## src/rtl/food_arbiter_if.sv

```systemverilog
// Bundles the food arbiter's game-side signals.
//   master: game/movement/collision side (drives tick, heads, rand_in, cand_occ)
//   slave : food_arbiter (drives cand, food, food_valid, scores, eat pulses, busy, no_space)
interface food_arbiter_if #(
  parameter int unsigned num_len         = 10,
  parameter int unsigned max_len_bit_len = 4
);
  logic                       tick;
  logic [num_len-1:0]         head_a;
  logic [num_len-1:0]         head_b;
  logic [num_len-1:0]         rand_in;
  logic [num_len-1:0]         cand;
  logic                       cand_occ;
  logic [num_len-1:0]         food;
  logic                       food_valid;
  logic [max_len_bit_len-1:0] score_a;
  logic [max_len_bit_len-1:0] score_b;
  logic                       eat_a;
  logic                       eat_b;
  logic                       busy;
  logic                       no_space;

  modport master (
    output tick, head_a, head_b, rand_in, cand_occ,
    input  cand, food, food_valid, score_a, score_b, eat_a, eat_b, busy, no_space
  );

  modport slave (
    input  tick, head_a, head_b, rand_in, cand_occ,
    output cand, food, food_valid, score_a, score_b, eat_a, eat_b, busy, no_space
  );
endinterface

```

## src/rtl/food_arbiter.sv

```systemverilog
// Awards a shared food item to one of two snakes on each game tick (round-robin
// on ties), then places new food: random draws from an external LFSR first,
// falling back to a linear scan of the grid, rejecting occupied/out-of-range cells.
// Ports:
//   clk, rst : clock and asynchronous active-high reset
//   bus      : food_arbiter_if.slave (tick, heads, rand_in, cand/cand_occ query,
//              food/food_valid, scores, eat pulses, busy, sticky no_space)
module food_arbiter #(
  parameter int unsigned num_len         = 10,
  parameter int unsigned max_len_bit_len = 4,
  parameter int unsigned grid_cells      = 800,
  parameter int unsigned max_retry       = 8,
  parameter int unsigned init_food       = 37
) (
  input logic           clk,
  input logic           rst,
  food_arbiter_if.slave bus
);

  localparam int unsigned RETRY_W = $clog2(max_retry + 1);
  localparam int unsigned SCAN_W  = $clog2(grid_cells + 1);
  localparam logic [num_len:0]           GRID       = (num_len + 1)'(grid_cells);
  localparam logic [RETRY_W-1:0]         RETRY_LAST = RETRY_W'(max_retry - 1);
  localparam logic [SCAN_W-1:0]          SCAN_LAST  = SCAN_W'(grid_cells - 1);
  localparam logic [max_len_bit_len-1:0] SCORE_MAX  = '1;
  localparam logic [num_len-1:0]         FOOD_RST   = num_len'(init_food);

  typedef enum logic [1:0] {IDLE, PICK, TEST, SCAN} state_t;

  state_t                     state_q, state_d;
  logic [num_len-1:0]         cand_q, cand_d;
  logic [num_len-1:0]         food_q, food_d;
  logic                       food_valid_q, food_valid_d;
  logic [max_len_bit_len-1:0] score_a_q, score_a_d;
  logic [max_len_bit_len-1:0] score_b_q, score_b_d;
  logic                       eat_a_q, eat_a_d;
  logic                       eat_b_q, eat_b_d;
  logic                       busy_q, busy_d;
  logic                       no_space_q, no_space_d;
  logic [RETRY_W-1:0]         retry_q, retry_d;
  logic [SCAN_W-1:0]          scan_q, scan_d;
  logic                       prio_b_q, prio_b_d;   // 1: snake B wins the next tie
  logic                       in_scan_q, in_scan_d; // placement is in linear-scan phase

  logic               hit_a, hit_b, award_a, award_b, cand_ok;
  logic [num_len:0]   cand_inc;

  // Eat arbitration: a tie goes to the priority holder.
  assign hit_a   = (bus.head_a == food_q);
  assign hit_b   = (bus.head_b == food_q);
  assign award_a = hit_a && (!hit_b || !prio_b_q);
  assign award_b = hit_b && (!hit_a || prio_b_q);

  // Candidate check uses live heads, so a head stepping onto cand rejects it.
  assign cand_ok = ({1'b0, cand_q} < GRID) && (cand_q != bus.head_a) &&
                   (cand_q != bus.head_b) && !bus.cand_occ;
  assign cand_inc = {1'b0, cand_q} + (num_len + 1)'(1);

  // State and output registers.
  always_ff @(posedge clk or posedge rst) begin
    if (rst) begin
      state_q      <= IDLE;
      cand_q       <= '0;
      food_q       <= FOOD_RST;
      food_valid_q <= 1'b1;
      score_a_q    <= '0;
      score_b_q    <= '0;
      eat_a_q      <= 1'b0;
      eat_b_q      <= 1'b0;
      busy_q       <= 1'b0;
      no_space_q   <= 1'b0;
      retry_q      <= '0;
      scan_q       <= '0;
      prio_b_q     <= 1'b0;
      in_scan_q    <= 1'b0;
    end else begin
      state_q      <= state_d;
      cand_q       <= cand_d;
      food_q       <= food_d;
      food_valid_q <= food_valid_d;
      score_a_q    <= score_a_d;
      score_b_q    <= score_b_d;
      eat_a_q      <= eat_a_d;
      eat_b_q      <= eat_b_d;
      busy_q       <= busy_d;
      no_space_q   <= no_space_d;
      retry_q      <= retry_d;
      scan_q       <= scan_d;
      prio_b_q     <= prio_b_d;
      in_scan_q    <= in_scan_d;
    end
  end

  // Next-state and next-output logic.
  always_comb begin
    state_d      = state_q;
    cand_d       = cand_q;
    food_d       = food_q;
    food_valid_d = food_valid_q;
    score_a_d    = score_a_q;
    score_b_d    = score_b_q;
    eat_a_d      = 1'b0;
    eat_b_d      = 1'b0;
    no_space_d   = no_space_q;
    retry_d      = retry_q;
    scan_d       = scan_q;
    prio_b_d     = prio_b_q;
    in_scan_d    = in_scan_q;

    case (state_q)
      IDLE: begin
        if (bus.tick && food_valid_q && (hit_a || hit_b)) begin
          if (hit_a && hit_b) prio_b_d = !prio_b_q;
          if (award_a) begin
            eat_a_d   = 1'b1;
            score_a_d = (score_a_q == SCORE_MAX) ? score_a_q
                                                 : score_a_q + max_len_bit_len'(1);
          end
          if (award_b) begin
            eat_b_d   = 1'b1;
            score_b_d = (score_b_q == SCORE_MAX) ? score_b_q
                                                 : score_b_q + max_len_bit_len'(1);
          end
          food_valid_d = 1'b0;
          retry_d      = '0;
          in_scan_d    = 1'b0;
          state_d      = PICK;
        end
      end
      PICK: begin
        cand_d  = bus.rand_in;
        state_d = TEST;
      end
      TEST: begin
        if (cand_ok) begin
          food_d       = cand_q;
          food_valid_d = 1'b1;
          state_d      = IDLE;
        end else if (!in_scan_q) begin
          if (retry_q == RETRY_LAST) begin
            scan_d    = '0;
            in_scan_d = 1'b1;
            state_d   = SCAN;
          end else begin
            retry_d = retry_q + RETRY_W'(1);
            state_d = PICK;
          end
        end else begin
          if (scan_q == SCAN_LAST) begin
            no_space_d   = 1'b1;
            food_valid_d = 1'b0;
            state_d      = IDLE;
          end else begin
            scan_d  = scan_q + SCAN_W'(1);
            state_d = SCAN;
          end
        end
      end
      SCAN: begin
        cand_d  = (cand_inc >= GRID) ? '0 : cand_inc[num_len-1:0];
        state_d = TEST;
      end
      default: state_d = IDLE;
    endcase

    busy_d = (state_d != IDLE);
  end

  assign bus.cand       = cand_q;
  assign bus.food       = food_q;
  assign bus.food_valid = food_valid_q;
  assign bus.score_a    = score_a_q;
  assign bus.score_b    = score_b_q;
  assign bus.eat_a      = eat_a_q;
  assign bus.eat_b      = eat_b_q;
  assign bus.busy       = busy_q;
  assign bus.no_space   = no_space_q;

endmodule

```

## src/flat_wrapper.sv

```systemverilog
// flat-port wrapper written by rule: the top's interface ports become plain ports
module food_arbiter_flat 
#(
  parameter int unsigned num_len         = 10,
  parameter int unsigned max_len_bit_len = 4,
  parameter int unsigned grid_cells      = 800,
  parameter int unsigned max_retry       = 8,
  parameter int unsigned init_food       = 37
)
  (clk, rst, bus_tick, bus_head_a, bus_head_b, bus_rand_in, bus_cand_occ, bus_cand, bus_food, bus_food_valid, bus_score_a, bus_score_b, bus_eat_a, bus_eat_b, bus_busy, bus_no_space);
  food_arbiter_if #(.num_len(num_len), .max_len_bit_len(max_len_bit_len)) bus_i ();
  input logic clk;
  input logic rst;
  input wire logic [$bits(bus_i.tick)-1:0] bus_tick;
  input wire logic [$bits(bus_i.head_a)-1:0] bus_head_a;
  input wire logic [$bits(bus_i.head_b)-1:0] bus_head_b;
  input wire logic [$bits(bus_i.rand_in)-1:0] bus_rand_in;
  input wire logic [$bits(bus_i.cand_occ)-1:0] bus_cand_occ;
  output wire logic [$bits(bus_i.cand)-1:0] bus_cand;
  output wire logic [$bits(bus_i.food)-1:0] bus_food;
  output wire logic [$bits(bus_i.food_valid)-1:0] bus_food_valid;
  output wire logic [$bits(bus_i.score_a)-1:0] bus_score_a;
  output wire logic [$bits(bus_i.score_b)-1:0] bus_score_b;
  output wire logic [$bits(bus_i.eat_a)-1:0] bus_eat_a;
  output wire logic [$bits(bus_i.eat_b)-1:0] bus_eat_b;
  output wire logic [$bits(bus_i.busy)-1:0] bus_busy;
  output wire logic [$bits(bus_i.no_space)-1:0] bus_no_space;
  assign bus_i.tick = bus_tick;
  assign bus_i.head_a = bus_head_a;
  assign bus_i.head_b = bus_head_b;
  assign bus_i.rand_in = bus_rand_in;
  assign bus_i.cand_occ = bus_cand_occ;
  assign bus_cand = bus_i.cand;
  assign bus_food = bus_i.food;
  assign bus_food_valid = bus_i.food_valid;
  assign bus_score_a = bus_i.score_a;
  assign bus_score_b = bus_i.score_b;
  assign bus_eat_a = bus_i.eat_a;
  assign bus_eat_b = bus_i.eat_b;
  assign bus_busy = bus_i.busy;
  assign bus_no_space = bus_i.no_space;
  food_arbiter #(.num_len(num_len), .max_len_bit_len(max_len_bit_len), .grid_cells(grid_cells), .max_retry(max_retry), .init_food(init_food)) u_core (.clk(clk), .rst(rst), .bus(bus_i));
endmodule
```

## config.mk

```make
export PLATFORM = sky130hd
export DESIGN_NAME = food_arbiter_flat
export DESIGN_NICKNAME = d
export VERILOG_FILES = /design/src/rtl/food_arbiter_if.sv /design/src/rtl/food_arbiter.sv /design/src/flat_wrapper.sv
export SDC_FILE = /design/constraint.sdc
export NUM_CORES = 1
export LEC_CHECK = 0
export CAP_MARGIN = 5
export CORE_MARGIN = 3
export CORE_UTILIZATION = 43
export DETAILED_ROUTE_END_ITERATION = 16
export PLACE_DENSITY = 0.74
export SLEW_MARGIN = 20
export SYNTH_ARGS = -nofsm -noshare
export SYNTH_HDL_FRONTEND = slang
export SYNTH_SLANG_ARGS = --single-unit
```

## constraint.sdc

```tcl
create_clock -name clk -period 3.2 [get_ports clk]
set_input_delay 0.64 -clock clk [delete_from_list [all_inputs] [get_ports clk]]
set_output_delay 0.64 -clock clk [all_outputs]
set_load 0.01 [all_outputs]
```

**Word-level counts from Yosys, hierarchy flattened**

Index checks and enable logic that the tools add are counted.

- Add/sub/neg operators: 5
- Magnitude comparators: 2
- Eq/ne operators: 18
- Multiplexer cells: 31
- Bitwise gates (word level): 3
- Reduce and logical (&&, ||, !) cells: 30

Operators by type and width:

| cell | number |
|---|---|
| 10-bit 2-to-1 mux | 4 |
| 10-bit == test | 2 |
| 10-bit inequality test | 2 |
| 10-bit one-hot mux with 2 select lines | 1 |
| 4-bit AND reduction | 5 |
| 4-bit 2-to-1 mux | 4 |
| 1-bit 2-to-1 mux | 13 |
| 4-bit by 1-bit adder with 4-bit output (second input constant) | 3 |
| 10-bit by 1-bit adder with 11-bit output (second input constant) | 1 |
| 11-bit by 10-bit >= comparator with 1-bit output (second input constant) | 1 |
| 10-bit by 1-bit adder with 10-bit output (second input constant) | 1 |
| 10-bit == test (second input constant) | 1 |
| 10-bit < comparator (second input constant) | 1 |
| 2-bit 2-to-1 mux | 5 |
| 4-bit == test (second input constant) | 2 |
| 1-bit logical AND | 8 |
| 2-bit inequality test (second input constant) | 4 |
| 4-bit one-hot mux with 2 select lines | 1 |
| 2-bit nonzero test | 4 |
| 3-bit by 1-bit inequality test with 1-bit output (second input constant) | 2 |
| 2-bit one-hot mux with 3 select lines | 1 |
| 3-bit AND reduction | 2 |
| 5-bit AND reduction | 1 |
| 2-bit == test (second input constant) | 2 |
| other kinds (10) | 18 |

- Register bits after elaboration: 51
- Input port bits: 34
- Output and inout port bits: 33

**Longest topological paths before layout**

Gate-level depths: netlist (run 1).

- Depth after elaboration: 7
- Gate-level depth with buffers: 9
- Mapped depth without buffers: 7

**Least setup slack after synthesis (run 1)**

Ideal clock, no wire load.

- Kind: input to register
- From: in bus_head_b[3]
- To: reg u_core.score_b_q[1] (netlist: u_core.bus.score_b[1])
- Setup time: 0.125 ns
- Arrival time: 2.108 ns
- Data required time: 3.075 ns
- Slack: 0.968 ns
- Cell stages on the path: 6
- Path buffers: 0
- Cells stage by stage: xnor2_1 nand4_1 nor4_2 o211ai_1 a31oi_1 mux2_2

- Cells in the longest elaborated chain, start to end: 4
- Elaborated cells on any way between the ends: 5

RTL lines:

| item | RTL line | source |
|---|---|---|
| start, declared | flat_wrapper.sv:16 | `input wire logic [$bits(bus_i.head_b)-1:0] bus_head_b;` |
| 10-bit == test (*) | food_arbiter.sv:50 | `assign hit_b = (bus.head_b == food_q);` |
| 1-bit logical OR | food_arbiter.sv:112 | `if (bus.tick && food_valid_q && (hit_a \|\| hit_b)) begin` |
| 1-bit logical AND | food_arbiter.sv:112 |  |
| 4-bit AND reduction (no source line) (*) | -- |  |
| end signal, assigned | food_arbiter.sv:82 | `score_b_q <= score_b_d;` |
| end, declared | food_arbiter.sv:35 | `logic [max_len_bit_len-1:0] score_b_q, score_b_d;` |

Every way passes the cells marked *; elsewhere a longest branch is shown, timed or not.
A chain may end at the register's enable or synchronous reset.

**Worst setup path in the final report (run 1)**

- From: in bus_head_b[7]
- To: reg u_core.scan_q[8]

- Cells in the longest elaborated chain, start to end: 5

RTL lines:

| item | RTL line | source |
|---|---|---|
| 10-bit inequality test | food_arbiter.sv:56 | `(cand_q != bus.head_b) && !bus.cand_occ;` |
| 1-bit logical AND | food_arbiter.sv:55 | `assign cand_ok = ({1'b0, cand_q} < GRID) && (cand_q != bus.head_a) &&` |
| 1-bit logical AND | food_arbiter.sv:56 |  |
| 1-bit inverter (no source line) | -- |  |
| 4-bit AND reduction (no source line) | -- |  |
| end signal, assigned | food_arbiter.sv:88 | `scan_q <= scan_d;` |
| end, declared | food_arbiter.sv:41 | `logic [SCAN_W-1:0] scan_q, scan_d;` |

Every way passes these cells.

==> run_results.csv, run 1 <==
group,metric,value,unit
synth,synthArstFlopShare,1.00,
timing,setup_violations,0,
floorplanning,ios,67,
critical_path,crit_path_max_incr_delay,0.45,ns
timing,fin_crit_sh,0.817,
critical_path,crit_arrival,2.86,ns
global_routing,antenna_found_initial,0,
synth,post-synth-top-area-cell,"dfrtp_1",
synth,syn_inst,331,
final_layout,layout_common_cells,"66 x clkdlybuf4s50_1, 47 x dfrtp_1, 32 x nand2_1",
cts,numCtsBuffers,5,
power_and_ir_drop,power_density,508,mW/mm^2
drt,wirelength,7850,um
place,gp_congestion,0.838,
cts,cts_hold_buffers,0,
critical_path,crit_fanout,10,
floorplanning,rows,30,
timing,relSlewSlack,0.634,
synth,synth_edf_count,0,
place,dp_hpwl,5890,um
timing,skew,0.00733,ns
timing,rsz0062_at_grt,"false",
synth,synthFlopType,"dfrtp_1",
synth,synth.distinct_cells,60,
place,pre_cts_slack,0.288,ns
final_layout,syn_to_final_growth,27.9,%
final_layout,nets,434,
drt,num_vias,2753,
synth,synthTopCellsByArea,"dfrtp_1 37%, xnor2_1 6.9%, xor2_1 5.3%",
power_and_ir_drop,switchingPower,715,uW
global_routing,grt-ovfl-total,0,
global_routing,grt.total_usage,0.189,
critical_path,crit_path_start_kind,"input port",
critical_path,critPathSlowestCell,"clkdlybuf4s50_1",
drt,final_antenna_net_count,0,
drt,dr.pass1.iters,5,
cts,clk_pin_slew,0.09,ns
cts,clockBufferDepth,2,
power_and_ir_drop,leakage,1.72,nW
critical_path,crit_type,"input port to register",
critical_path,cp-end-kind,"register",
power_and_ir_drop,seq_power_share,0.471,
final_layout,fin_area,0.00405,sq mm
critical_path,crit_chain,"clkdlybuf4s50_1 -> xor2_1 -> nor4_1 -> nand4_1 -> a21bo_1 -> buf_4 -> nor4_1 -> a211o_1",
timing,worstMarginPinSlew,0.546,ns
final_layout,seq_area,0.00128,sq mm
cts,post_cts_resized,0,
place,portBuffers,66,
power_and_ir_drop,comb_power_share,0.303,
floorplanning,initial_core_util,0.454,
synth,syn_area,0.00317,sq mm
final_layout,antennaDiodeCount,0,
min_path,hold_path_class,"register to register",
synth,syn-mean-instance-area,9.57,sq um
critical_path,crit_path_frequent_cell,"nor4_1",
drt,wl_per_cell,15.9,um
drt,first_iter_violations,151,
timing,hold_viol_final,0,
global_routing,grt_pass1_wl,13100,um
power_and_ir_drop,ir_worst_vdd,0.261,mV
drt,vias_per_cell,5.60,
floorplanning,dieWidth,91.8,um
power_and_ir_drop,clkPwrFrac,0.227,
synth,synth_warnings,0,
final_layout,drive_above_1_share,0.0985,
timing,min_period,2.62,ns
cts,cts_tree,"done",
timing,setup_slack,0.585,ns
timing,final.setup.tns,0,ns
run,maxCapViolations,0,
global_routing,grt_pass1_vias,2666,
timing,fmax,382,MHz
critical_path,cp.required,3.45,ns
drt,drc,0,
power_and_ir_drop,internal-power,1.34,mW
outcome,outcome,"finished, final reports clean",
cts,clkSinkCount,51,
floorplanning,core_area,0.00698,sq mm
cts,cts_setup_buffers,0,
final_layout,final_common_cell,"clkdlybuf4s50_1",
global_routing,grt_max_degree,52,
final_layout,fill_cells,660,
final_layout,multi_input_area,0.00175,sq mm
synth,netlist.area_leader.share,0.371,
place,dpl_cell_area,0.00393,sq mm
floorplanning,dieArea,0.00843,sq mm
power_and_ir_drop,switching_share,0.347,
floorplanning,die_h,91.8,um
synth,ys_seq_elements,51,
cts,root_buffer,"clkbuf_8",
synth,ys_seq_area_frac,0.405,
synth,synth_nets,370,
cts,clk_latency,0.31,ns
cts,cts_htree_levels,2,
timing,maxSlewViolCount,0,
-- final timing paths --
check	from	end	slack, ns	cells after the start
min reg2reg	u_core.bus.no_space	u_core.bus.no_space	0.47	1
max	bus_head_b[7]	u_core.scan_q[8]	0.58	8
min	u_core.bus.no_space	u_core.bus.no_space	0.47	1
max reg2reg	u_core.bus.cand[0]	u_core.bus.cand[4]	0.60	7
max in group asynchronous	rst	u_core.bus.food[2]	2.22	3
min in group asynchronous	rst	u_core.scan_q[5]	0.69	3
-- power by group through the flow --
| stage | Clock (mW) | Combinational, mW | Sequential [mW] |
|---|---|---|---|
| floorplan | 0 | 0.440 | 0.871 |
| global placement | 0 | 0.613 | 0.971 |
| detailed placement | 0 | 0.623 | 0.974 |
| CTS | 0.475 | 0.626 | 0.962 |
| global route | 0.502 | 0.677 | 0.992 |
| finish | 0.466 | 0.623 | 0.968 |
-- through the flow --
step,util,instances,hold WS [ns],power [mW]
4_1_cts,0.580,492,0.477,2.06
2_1_floorplan,-,331,0.476,1.31
5_1_grt,0.580,492,0.488,2.17
3_3_place_gp,0.563,484,0.465,1.58
3_5_place_dp,0.563,484,0.454,1.60
6_report,0.580,492,0.471,2.06
-- cell usage after synthesis, types with 4 or more instances --
cell and n:
a21oi_1 8, dfstp_2 4, nor4_1 6, xnor2_1 25, and4_1 4, and3_1 9, nor3_1 6, nor2_1 13
clkbuf_1 8, o2bb2ai_1 4, dfrtp_1 47, mux2_2 13, inv_1 14, nand3_1 17, o21ai_0 16, ha_1 5
nand4_1 7, nand2_1 32, xor2_1 19, buf_2 7, a22o_1 7, nand2b_1 4
-- critical path, delay by kind of cell --
| kind | cells | cell delay (ns) |
|---|---|---|
| simple gates | 3 | 0.89 |
| compound gates | 2 | 0.51 |
| xor+xnor | 1 | 0.16 |
| buf+inv | 2 | 0.67 |
-- flip-flops by register name (all words and copies together) (netlist names) --
signal and flops:
u_core.bus.no_space 1, u_core.bus.busy 1, u_core.bus.food_valid 1, u_core.bus.cand 10, u_core.in_scan_q 1, u_core.retry_q 4
u_core.state_q 2, u_core.bus.eat_a 1, u_core.prio_b_q 1, u_core.bus.food 10, u_core.bus.score_a 4, u_core.bus.eat_b 1
u_core.bus.score_b 4, u_core.scan_q 10
-- layer usage --
layer  vias up  routed length (um)  GRT usage
met2        77                3820      0.311
li1       1347                   -          -
met4         0                  81     0.0396
met5         -                   0          0
met1      1320                3520      0.262
met3         9                 423     0.0336
-- cell families after synthesis --
group                    count (synthesis)  share of synthesized area
AND/OR/NAND/NOR                        110                      0.182
AO/OA/AOI/OAI                           76                      0.179
flip-flops                              51                      0.405
XOR/XNOR                                44                      0.122
multiplexers                            14                     0.0494
buffers and inverters                   31                     0.0442
adder cells (fa/ha/maj)                  5                     0.0198
-- area by class of cell --
cell class,count,area share
clock inverter,3,0.0117
inverter,14,0.0130
multi-input combinational,249,0.431
clock buffer,5,0.0170
timing repair buffer,74,0.181
tap,96,0.0297
sequential,51,0.316
Note: power is estimated with default switching activity, not from simulation.
==> run 2: changes to the inputs <==
- PLACE_DENSITY: 0.74 -> 0.77
- clock period: 3.2 -> 2.17 ns (I/O delays scaled with it)
==> run 2 against run 1 <==
Effect of this change: the flow now finishes with violations (setup timing); hold slack got worse by 0.0050 ns; final area rose by 13%; sequential power rose by 35%; count of clock-buffer cells in the layout did not move; first-iteration DRC count rose by 46%; clock skew fell by 0.0013 ns.
==> run_results.csv, run 2 (synthesized netlist as in run 1, its figures left out) <==
group,metric,value,unit
final_layout,layout_common_cells,"55 x clkdlybuf4s50_1, 51 x buf_4, 44 x dfrtp_1",
timing,whs,0.466,ns
timing,skew,0.00603,ns
power_and_ir_drop,leakage,2.03,nW
critical_path,crit_path_start_kind,"register",
cts,numCtsBuffers,5,
global_routing,grt-ovfl-total,0,
floorplanning,dieWidth,91.8,um
power_and_ir_drop,power.total,3.34,mW
timing,rsz0062_at_grt,"true",
critical_path,crit_path_max_incr_delay,0.38,ns
drt,wirelength,9140,um
global_routing,grt.total_usage,0.214,
timing,final.setup.tns,-0.0270,ns
final_layout,nets,481,
floorplanning,rows,30,
cts,clkSinkCount,51,
critical_path,crit_chain,"buf_4 -> and3_1 -> and3_1 -> mux2i_2 -> o211ai_2 -> buf_4 -> o32ai_1 -> a22o_1",
drt,first_iter_violations,220,
timing,fin_crit_sh,1.01,
final_layout,multi_input_area,0.00187,sq mm
global_routing,grt_pass1_wl,14600,um
power_and_ir_drop,comb_power_share,0.402,
final_layout,stdcell_count,539,
outcome,outcome,"finished, violations left",
power_and_ir_drop,power_density,733,mW/mm^2
final_layout,final_core_util,0.653,
final_layout,seq_area,0.00128,sq mm
timing,hold_viol_final,0,
drt,vias_per_cell,5.58,
power_and_ir_drop,ir_worst_vdd,0.492,mV
global_routing,grt_pass1_vias,2987,
global_routing,antenna_found_initial,0,
critical_path,cp-end-kind,"register",
cts,clk_pin_slew,0.10,ns
critical_path,critPathSlowestCell,"dfrtp_1",
timing,min_period,2.20,ns
timing,setup_violations,1,
cts,clk_latency,0.31,ns
min_path,hold_path_class,"input port to asynchronous set/reset pin",
final_layout,syn_to_final_growth,44.0,%
floorplanning,initial_core_util,0.454,
power_and_ir_drop,seq_power_share,0.393,
cts,cts_htree_levels,2,
drt,final_antenna_net_count,0,
timing,setup_slack,-0.0270,ns
critical_path,cp.required,2.42,ns
final_layout,drive_above_1_share,0.246,
timing,fmax,455,MHz
place,gp_congestion,0.851,
critical_path,r2r-start,"u_core.bus.cand[0]",
final_layout,fill_cells,527,
power_and_ir_drop,clkPwrFrac,0.205,
floorplanning,core_area,0.00698,sq mm
cts,cts_hold_buffers,0,
cts,clockBufferDepth,2,
run,maxCapViolations,0,
place,dpl_cell_area,0.00429,sq mm
final_layout,final_common_cell,"clkdlybuf4s50_1",
timing,relSlewSlack,0.773,
drt,wl_per_cell,16.9,um
cts,root_buffer,"clkbuf_8",
place,dp_hpwl,6630,um
critical_path,crit_type,"register to register",
global_routing,grt_max_degree,52,
critical_path,crit_fanout,8,
critical_path,crit_arrival,2.45,ns
place,portBuffers,66,
drt,drc,0,
power_and_ir_drop,switching_share,0.349,
timing,worstMarginPinSlew,0.339,ns
critical_path,startpoint,"u_core.bus.cand[0]",
power_and_ir_drop,switchingPower,1.17,mW
drt,num_vias,3008,
outcome,violations,"setup timing",
place,pre_cts_slack,-0.426,ns
drt,dr.pass1.iters,5,
floorplanning,die_h,91.8,um
floorplanning,ios,67,
power_and_ir_drop,internal-power,2.18,mW
place,place_inst,526,
final_layout,antennaDiodeCount,0,
timing,maxSlewViolCount,0,
floorplanning,dieArea,0.00843,sq mm
cts,cts_tree,"done",
final_layout,fin_area,0.00456,sq mm
## run 2: worst paths after layout
check | endpoint | slack [ns] | depth (start not counted)
worst max-delay path | u_core.bus.cand[4] | -0.03 | 8
worst min-delay path | u_core.bus.score_b[1] | 0.47 | 3
worst max register to register | u_core.bus.cand[4] | -0.03 | 8
worst min register to register | u_core.bus.no_space | 0.49 | 1
max in group asynchronous | u_core.bus.food[2] | 1.41 | 3
min in group clk | u_core.bus.no_space | 0.49 | 1
## run 2: power by group through the flow
stage / combinational (mW) / sequential [mW] / clock, mW
after floorplan: 0.649 / 1.28 / 0
after global placement: 1.23 / 1.30 / 0
after detailed placement: 1.25 / 1.31 / 0
after CTS: 1.28 / 1.30 / 0.689
after global routing: 1.45 / 1.33 / 0.737
final: 1.34 / 1.31 / 0.684
## run 2: repair_timing
item | CTS | global route
gates resized for setup | 14 | 21
setup endpoints to repair | 7 | 32
setup buffers | 1 | 4
pin swaps | 7 | 11
endpoints found under the hold margin | 0 | 0
## run 2: final cells by class
type                    instances  share of cell area
inverters                      14              0.0115
clock buffers                   5              0.0151
well taps                      96              0.0263
clock inverters                 3             0.00960
repair buffers                121               0.247
multi-input cells             249               0.409
flip-flops and latches         51               0.282
## run 2: per-layer routing
layer | GRT usage | share of wire
met4 | 0.0545 | 0.014
met3 | 0.0328 | 0.055
met1 | 0.277 | 0.42
met5 | 0 | 0
met2 | 0.373 | 0.51
## run 2: critical path, delay by kind of cell (launching register included)
kind / cells / cell delay [ns]
multiplexers: 1 / 0.28
flip-flops: 1 / 0.38
buffers and inverters: 2 / 0.36
AO/OA/AOI/OAI: 3 / 0.68
AND/OR/NAND/NOR: 2 / 0.43
